`config.mk`:
```
export PLATFORM = sky130hd
export DESIGN_NAME = rom_link_tx
export DESIGN_NICKNAME = d
export VERILOG_FILES = /design/src/rtl/rom_link_tx.sv
export SDC_FILE = /design/constraint.sdc
export NUM_CORES = 1
export LEC_CHECK = 0
export BUFFER_PORTS_ARGS = -buffer_cell sky130_fd_sc_hd__buf_2
export CELL_PAD_IN_SITES_DETAIL_PLACEMENT = 1
export CELL_PAD_IN_SITES_GLOBAL_PLACEMENT = 2
export CORE_MARGIN = 2
export CORE_UTILIZATION = 29
export DETAILED_ROUTE_END_ITERATION = 10
export MAX_ROUTING_LAYER = met4
export PLACE_DENSITY = 0.66
export SLEW_MARGIN = 15
export SYNTH_ARGS = -nofsm -noshare
export SYNTH_HDL_FRONTEND = slang
export SYNTH_SLANG_ARGS = --single-unit
```
`constraint.sdc`:
```
create_clock -name clk -period 2.7 [get_ports clk]
set_clock_uncertainty 0.1 [all_clocks]
set_input_delay 0.27 -clock clk [delete_from_list [all_inputs] [get_ports clk]]
set_output_delay 0.27 -clock clk [all_outputs]
set_load 0.005 [all_outputs]
```
`src/rtl/rom_link_tx.sv`:
```
// rom_link_tx: transmit side of the board-to-board ROM->RAM link.
// Walks every ROM address through READ_ROM, WRITE_RAM and READ_RAM phases.
// Each address is held for one slot of the slow link clock. The peer samples
// on the rising edge of link_clk, which falls in the middle of the slot.
module rom_link_tx #(
    parameter int DATA_W  = 4,
    parameter int ADDR_W  = 4,
    parameter int CLK_DIV = 50_000_000,
    parameter int ROM_MUL = 1,
    parameter int ROM_ADD = 0,
    parameter int PASSES  = 0
) (
    input  logic              clk,
    input  logic              rst,
    input  logic              en,
    output logic              link_clk,
    output logic              wr_en,
    output logic [ADDR_W-1:0] o_addr,
    output logic [DATA_W-1:0] o_data,
    output logic [DATA_W-1:0] leds,
    output logic [1:0]        phase,
    output logic              busy,
    output logic              done,
    output logic [7:0]        pass_cnt
);

    // A divide ratio of 1 still needs a 1-bit counter so the tick compare stays legal.
    localparam int DIV_W = (CLK_DIV > 1) ? $clog2(CLK_DIV) : 1;
    localparam logic [DIV_W-1:0]  DIV_LAST  = DIV_W'(CLK_DIV - 1);
    localparam logic [ADDR_W-1:0] ADDR_LAST = {ADDR_W{1'b1}};

    typedef enum logic [2:0] {
        ST_IDLE      = 3'd0,
        ST_READ_ROM  = 3'd1,
        ST_WRITE_RAM = 3'd2,
        ST_READ_RAM  = 3'd3,
        ST_DONE      = 3'd4
    } state_t;

    // ROM contents: the full-width product plus offset, truncated to the data width.
    function automatic logic [DATA_W-1:0] rom_word(input logic [ADDR_W-1:0] a);
        logic [63:0] full;
        full = 64'(a) * 64'(ROM_MUL) + 64'(ROM_ADD);
        return full[DATA_W-1:0];
    endfunction

    state_t              state_q,    state_d;
    logic [DIV_W-1:0]    div_q,      div_d;
    logic                link_clk_q, link_clk_d;
    logic [ADDR_W-1:0]   addr_q,     addr_d;
    logic [DATA_W-1:0]   data_q,     data_d;
    logic                wr_en_q,    wr_en_d;
    logic                busy_q,     busy_d;
    logic                done_q,     done_d;
    logic [1:0]          phase_q,    phase_d;
    logic [7:0]          pass_cnt_q, pass_cnt_d;

    logic                run_s;
    logic                active_s;
    logic                tick_s;
    logic                slot_end_s;
    logic                addr_wrap_s;
    logic [7:0]          pass_inc_s;
    logic                last_pass_s;

    // Qualifiers for the divider tick, slot end and end of phase.
    always_comb begin
        run_s       = (state_q == ST_READ_ROM) || (state_q == ST_WRITE_RAM) ||
                      (state_q == ST_READ_RAM);
        active_s    = run_s && en;
        tick_s      = active_s && (div_q == DIV_LAST);
        slot_end_s  = tick_s && link_clk_q;
        addr_wrap_s = slot_end_s && (addr_q == ADDR_LAST);
    end

    // Saturating pass increment, and the check for the final pass.
    always_comb begin
        pass_inc_s  = (pass_cnt_q == 8'hFF) ? 8'hFF : (pass_cnt_q + 8'd1);
        last_pass_s = (PASSES != 0) && (32'(pass_inc_s) == 32'(PASSES));
    end

    // Next-state logic: phase sequencing, divider, link clock and address walk.
    always_comb begin
        state_d    = state_q;
        div_d      = div_q;
        link_clk_d = link_clk_q;
        addr_d     = addr_q;
        pass_cnt_d = pass_cnt_q;
        case (state_q)
            ST_IDLE: begin
                if (en) begin
                    state_d    = ST_READ_ROM;
                    div_d      = '0;
                    link_clk_d = 1'b0;
                    addr_d     = '0;
                end else begin
                    state_d    = ST_IDLE;
                end
            end
            ST_READ_ROM, ST_WRITE_RAM, ST_READ_RAM: begin
                // The divider and link clock hold completely while paused.
                if (tick_s) begin
                    div_d      = '0;
                    link_clk_d = ~link_clk_q;
                end else if (active_s) begin
                    div_d      = div_q + DIV_W'(1);
                end else begin
                    div_d      = div_q;
                end
                // The address, and at a wrap the phase, move only at a slot end.
                if (addr_wrap_s) begin
                    addr_d = '0;
                    case (state_q)
                        ST_READ_ROM:  state_d = ST_WRITE_RAM;
                        ST_WRITE_RAM: state_d = ST_READ_RAM;
                        ST_READ_RAM: begin
                            pass_cnt_d = pass_inc_s;
                            state_d    = last_pass_s ? ST_DONE : ST_READ_ROM;
                        end
                        default:      state_d = ST_IDLE;
                    endcase
                end else if (slot_end_s) begin
                    addr_d = addr_q + ADDR_W'(1);
                end else begin
                    addr_d = addr_q;
                end
            end
            ST_DONE: begin
                // DONE is terminal. Only rst leaves it, and en has no effect here.
                state_d    = ST_DONE;
                div_d      = '0;
                link_clk_d = 1'b0;
                addr_d     = '0;
            end
            default: begin
                state_d    = ST_IDLE;
                div_d      = '0;
                link_clk_d = 1'b0;
                addr_d     = '0;
            end
        endcase
    end

    // Decode the outputs from the next state so that they register in step with it.
    always_comb begin
        wr_en_d = (state_d == ST_WRITE_RAM);
        busy_d  = (state_d == ST_READ_ROM) || (state_d == ST_WRITE_RAM) ||
                  (state_d == ST_READ_RAM);
        done_d  = (state_d == ST_DONE);
        data_d  = rom_word(addr_d);
        case (state_d)
            ST_READ_ROM:  phase_d = 2'd0;
            ST_WRITE_RAM: phase_d = 2'd1;
            ST_READ_RAM:  phase_d = 2'd2;
            default:      phase_d = 2'd3;
        endcase
    end

    // State and output registers, with a synchronous reset that takes priority.
    always_ff @(posedge clk) begin
        if (rst) begin
            state_q    <= ST_IDLE;
            div_q      <= '0;
            link_clk_q <= 1'b0;
            addr_q     <= '0;
            data_q     <= rom_word('0);
            wr_en_q    <= 1'b0;
            busy_q     <= 1'b0;
            done_q     <= 1'b0;
            phase_q    <= 2'd3;
            pass_cnt_q <= 8'd0;
        end else begin
            state_q    <= state_d;
            div_q      <= div_d;
            link_clk_q <= link_clk_d;
            addr_q     <= addr_d;
            data_q     <= data_d;
            wr_en_q    <= wr_en_d;
            busy_q     <= busy_d;
            done_q     <= done_d;
            phase_q    <= phase_d;
            pass_cnt_q <= pass_cnt_d;
        end
    end

    assign link_clk = link_clk_q;
    assign wr_en    = wr_en_q;
    assign o_addr   = addr_q;
    assign o_data   = data_q;
    assign leds     = data_q;
    assign phase    = phase_q;
    assign busy     = busy_q;
    assign done     = done_q;
    assign pass_cnt = pass_cnt_q;

endmodule

```
# Word-level counts from Yosys, hierarchy flattened

Index checks and enable logic that the tools add are counted.

Register bits: 47
Output and inout bits: 26
Logic and storage cells: 59

Add/sub/neg operators: 3
Equal/unequal tests: 15
Muxes and demuxes: 17
Bitwise operators: 1
Reduce and logical (&&, ||, !) cells: 14

Operator list:

| operator                                      | number |
|---|---|
| two-way mux 26 bit                            | 3 |
| one-hot mux 26 bit (2 select lines)           | 1 |
| adder 26 x 1 -> 26 bit, second input constant | 1 |
| == test 26 bit, second input constant         | 1 |
| == test 3 x 2 -> 1 bit, second input constant | 4 |
| two-way mux 4 bit                             | 3 |
| one-hot mux 2 bit (3 select lines)            | 2 |
| one-hot mux 3 bit (3 select lines)            | 1 |
| adder 8 x 1 -> 8 bit, second input constant   | 1 |
| == test 8 bit, second input constant          | 1 |
| two-way mux 8 bit                             | 1 |
| one-hot mux 4 bit (2 select lines)            | 1 |
| == test 3 x 1 -> 1 bit, second input constant | 2 |
| == test 3 bit, second input constant          | 2 |
| != test 3 bit, second input constant          | 2 |
| AND reduction 2 bit                           | 3 |
| adder 4 x 1 -> 4 bit, second input constant   | 1 |
| == test 4 bit, second input constant          | 1 |
| logical AND 1 bit                             | 4 |
| logical OR 1 bit                              | 4 |
| != test 2 bit, second input constant          | 2 |
| logical NOT 3 bit                             | 1 |
| two-way mux 1 bit                             | 3 |
| two-way mux 3 bit                             | 1 |
| 4 further kinds                               | 4 |

# Longest topological paths before layout

Depth in word-level cells: 12
Mapped depth: 7

# Worst setup path after synthesis

No wires, ideal clock.

Kind: reg-to-reg
Start: register div_q[0]
End: register div_q[5]
Data arrival time: 1704 ps
Setup slack: 782 ps
Cell stages (with the launch flop): 8
Path buffers: 1
Period minus slack after synthesis: 1918 ps
Path through: dfxtp_1 ha_1 and4b_1 nand4_1 or2_1 a21oi_2 buf_6 nor2_1

Word-level cells in the longest chain between the ends: 4
Elaborated cells between the ends (all ways): 8
Classes of those cells: add/sub: 1; eq/ne: 2; mux: 3; reduce/logical: 2

RTL lines:

| element                                                                    | RTL line | source |
|---|---|---|
| start, declared                                                            | 48       | `logic [DIV_W-1:0] div_q, div_d;` |
| start signal, assigned                                                     | 174      | `div_q <= div_d;` |
| adder 26 x 1 -> 26 bit or == test 26 bit (tied branches)                   | 106, 71  |  |
| two-way mux 26 bit or logical AND 1 bit (tied branches)                    | 105, 71  |  |
| two-way mux 26 bit or != test 3 bit (tied branches)                        | -        |  |
| one-hot mux 26 bit (2 select lines) or AND reduction 2 bit (tied branches) | -        |  |

Parallel ways exist; a longest one is shown, timed or not. The select of a mux whose other input is x is not followed.
A chain may end at the register's enable or synchronous reset.

# Worst setup path after layout

Start: register div_q[0]
End: register pass_cnt_q[7] (netlist: pass_cnt[7])

Word-level cells in the longest chain between the ends: 5

RTL lines:

| element                              | RTL line | source |
|---|---|---|
| == test 26 bit                       | 71       | `tick_s = active_s && (div_q == DIV_LAST);` |
| logical AND 1 bit                    | 71       |  |
| logical AND 1 bit                    | 72       | `slot_end_s = tick_s && link_clk_q;` |
| logical AND 1 bit                    | 73       | `addr_wrap_s = slot_end_s && (addr_q == ADDR_LAST);` |
| AND reduction 3 bit (no source line) | -        |  |
| end signal, assigned                 | 182      | `pass_cnt_q <= pass_cnt_d;` |
| end, declared                        | 56       | `logic [7:0] pass_cnt_q, pass_cnt_d;` |

Every way passes these cells.

==> qor.yml <==
status: "finished clean"
grt_pass1_vias: 2099
cts_tree: "done"
yosysMostFrequentCell: "dfxtp_1"
synth_cell_types: 59
avgSynthCellArea_sq_um: 8.82
syn_inst: 282
synth_top_family_by_area: "simple AND/OR/NAND/NOR gates"
final_nets: 307
synth_nets: 288
p_leak_uw: 0.000981
setup_viol: 0
clkLatencyLatePin_ns: 0.30
cts.sinks: 47
io_pins: 29
cts.repair.resized: 0
antenna_left: 0
die_w_microns: 96.6
yosys.area_share.adder_pct: 1.51
cp_data_required_time_ns: 2.78
drt_iter0_markers: 79
rsz0062_at_grt: "false"
cp_max_fo: 12
synth_area_leader_cell: "dfxtp_1"
post_cts_buffers: 0
vdd_drop_max_uv: 188
max-clock-path-buffers: 2
drc: 0
die_area_sq_mm: 0.00933
synthTopCellsByCount: "dfxtp_1 (47), nor2_1 (36), nand3_1 (24)"
power_density_mw_per_mm2: 435
cp.arrival_ns: 2.38
drive_above_1_share_pct: 20.9
synth_edf_count: 0
fin_crit_ns: 2.30
tns_ns: 0
track_usage_pct: 15.1
h-tree-depth: 2
ys_seq_elements: 47
areaGrowthSynthToFinish_pct: 10.3
cp-start-kind: "register"
dp_hpwl_microns: 4520
relSlewSlack_pct: 52.5
synth_warnings: 0
synth_area_sq_mm: 0.00249
synthArstFlopShare_pct: 0
synth-main-ff-cell: "dfxtp_1"
utilization_pct: 33.2
finalMaxSlewViolations: 0
rr_worst_depth: 6
muxShareOfSynthArea_pct: 0.403
worstMarginPinSlew_ns: 0.709
root_buffer: "clkbuf_8"
core_area_sq_mm: 0.00826
detail_route.wl_per_cell_microns: 15.4
drv_cap: 0
cts_made_buffers: 5
wirelength_microns: 6270
fmax_ghz: 0.434
antenna_found_initial: 0
synth_compound_gate_area_share_pct: 12.8
place.gp.congestion: 0.747
n_antenna_cell: 0
via_count: 2089
crit_slowest_cell: "nor4_4"
crit_type: "reg2reg"
holdCritPathClass: "in2reg"
hold_buffers: 0
die_h_microns: 96.6
hold_depth: 3
synthSimpleGateAreaFrac_pct: 32.8
via_per_inst: 5.13
end_kind: "register"
portBuffers: 28
synthTopCellsByArea: "dfxtp_1 (38%), xor2_1 (6.0%), nor2_1 (5.4%)"
fin_crit_sh_pct: 85.3
synth_xor_area_share_pct: 8.10
drtPass1Iterations: 4
grt_max_degree: 26
hold_viol: 0
grt_pass1_wl_microns: 10600
path_cells: "ha_1 > and4b_1 > nand3_2 > nor4_4 > and4_2 > a311oi_2"
slowest_delay_ns: 0.61
clkTransAtPathRegs_ns: 0.09
gr-total-overflow: 0
yosysSeqAreaShare_pct: 37.8
std_cell_rows: 33
synth_top_area_share_pct: 37.8
initial_core_util_pct: 30.1
==> stage by stage <==
step	power [uW]	hold WS (ns)	cell area, sq um	setup WS, ns	cells
floorplan	762	0.247	2490	0.782	282
global placement	779	0.381	2660	0.471	399
detailed placement	780	0.395	2660	0.393	399
CTS	1210	0.216	2740	0.383	407
global route	1250	0.229	2740	0.177	407
finish	1190	0.211	2740	0.396	407
==> layout by cell type, fill, tap and decap left out, types with 3 or more instances in the layout <==
cell type and count:
a21oi_1 8, a311oi_1 4, a31oi_1 5, and3_1 6, and4_2 3, and4bb_2 3, buf_2 28, buf_4 7
clkbuf_8 5, dfxtp_1 47, ha_1 3, inv_1 3, nand2_1 17, nand3_1 24, nand4_1 11, nand4b_1 4
nor2_1 36, nor3_1 10, nor3b_1 3, nor4b_1 3, o211ai_1 3, o21ai_0 6, xnor2_1 6, xor2_1 17
==> metal layers <==
metal	up-vias	track usage, %	part of all wire [%]
met3	6	2.79	2.5
met5	-	-	0
met4	0	4.23	1.3
met1	1003	21.6	55
met2	23	21.8	41
li1	1057	-	-
==> cell type report <==
type	count	area, sq um
fillers	990	5520
multi-input cells	209	1380
flip-flops and latches	47	941
repair buffers	35	193
well taps	105	131
clock buffers	7	76.3
inverters	3	11.3
clock inverters	1	5.00
==> worst paths after layout <==
path                                                 end  slack, ns             startpoint
worst max-delay path            pass_cnt[7]$_SDFFE_PP0P_       0.40  div_q[0]$_SDFFE_PP0P_
worst min-delay path               state_q[1]$_SDFF_PP0_       0.21                    rst
worst max register to register  pass_cnt[7]$_SDFFE_PP0P_       0.40  div_q[0]$_SDFFE_PP0P_
worst min register to register     div_q[1]$_SDFFE_PP0P_       0.40  div_q[1]$_SDFFE_PP0P_
==> flip-flops by register name (all words and copies together) (netlist names), 2 cells and up <==
name      flops
phase         2
state_q       3
div_q        26
pass_cnt      8
leds          4
==> critical path: cells and delay by family (launching register included) <==
kind / cells / cell delay (ns)
simple gates: 4 / 1.36
flops: 1 / 0.40
fa+ha+maj: 1 / 0.23
compound gates: 1 / 0.09
==> logic make-up after synthesis <==
kind of cell / count (synthesis)
flops: 47
buf+inv: 26
mux: 1
xor+xnor: 23
compound gates: 43
simple gates: 139
fa+ha+maj: 3
==> power by group <==
group	switching [uW]	total, uW	internal, uW
combinational	39.3	56.1	16.9
sequential	6.58	706	699
clock	247	429	183
total	293	1190	899
Note: power is estimated with default switching activity, not from simulation.
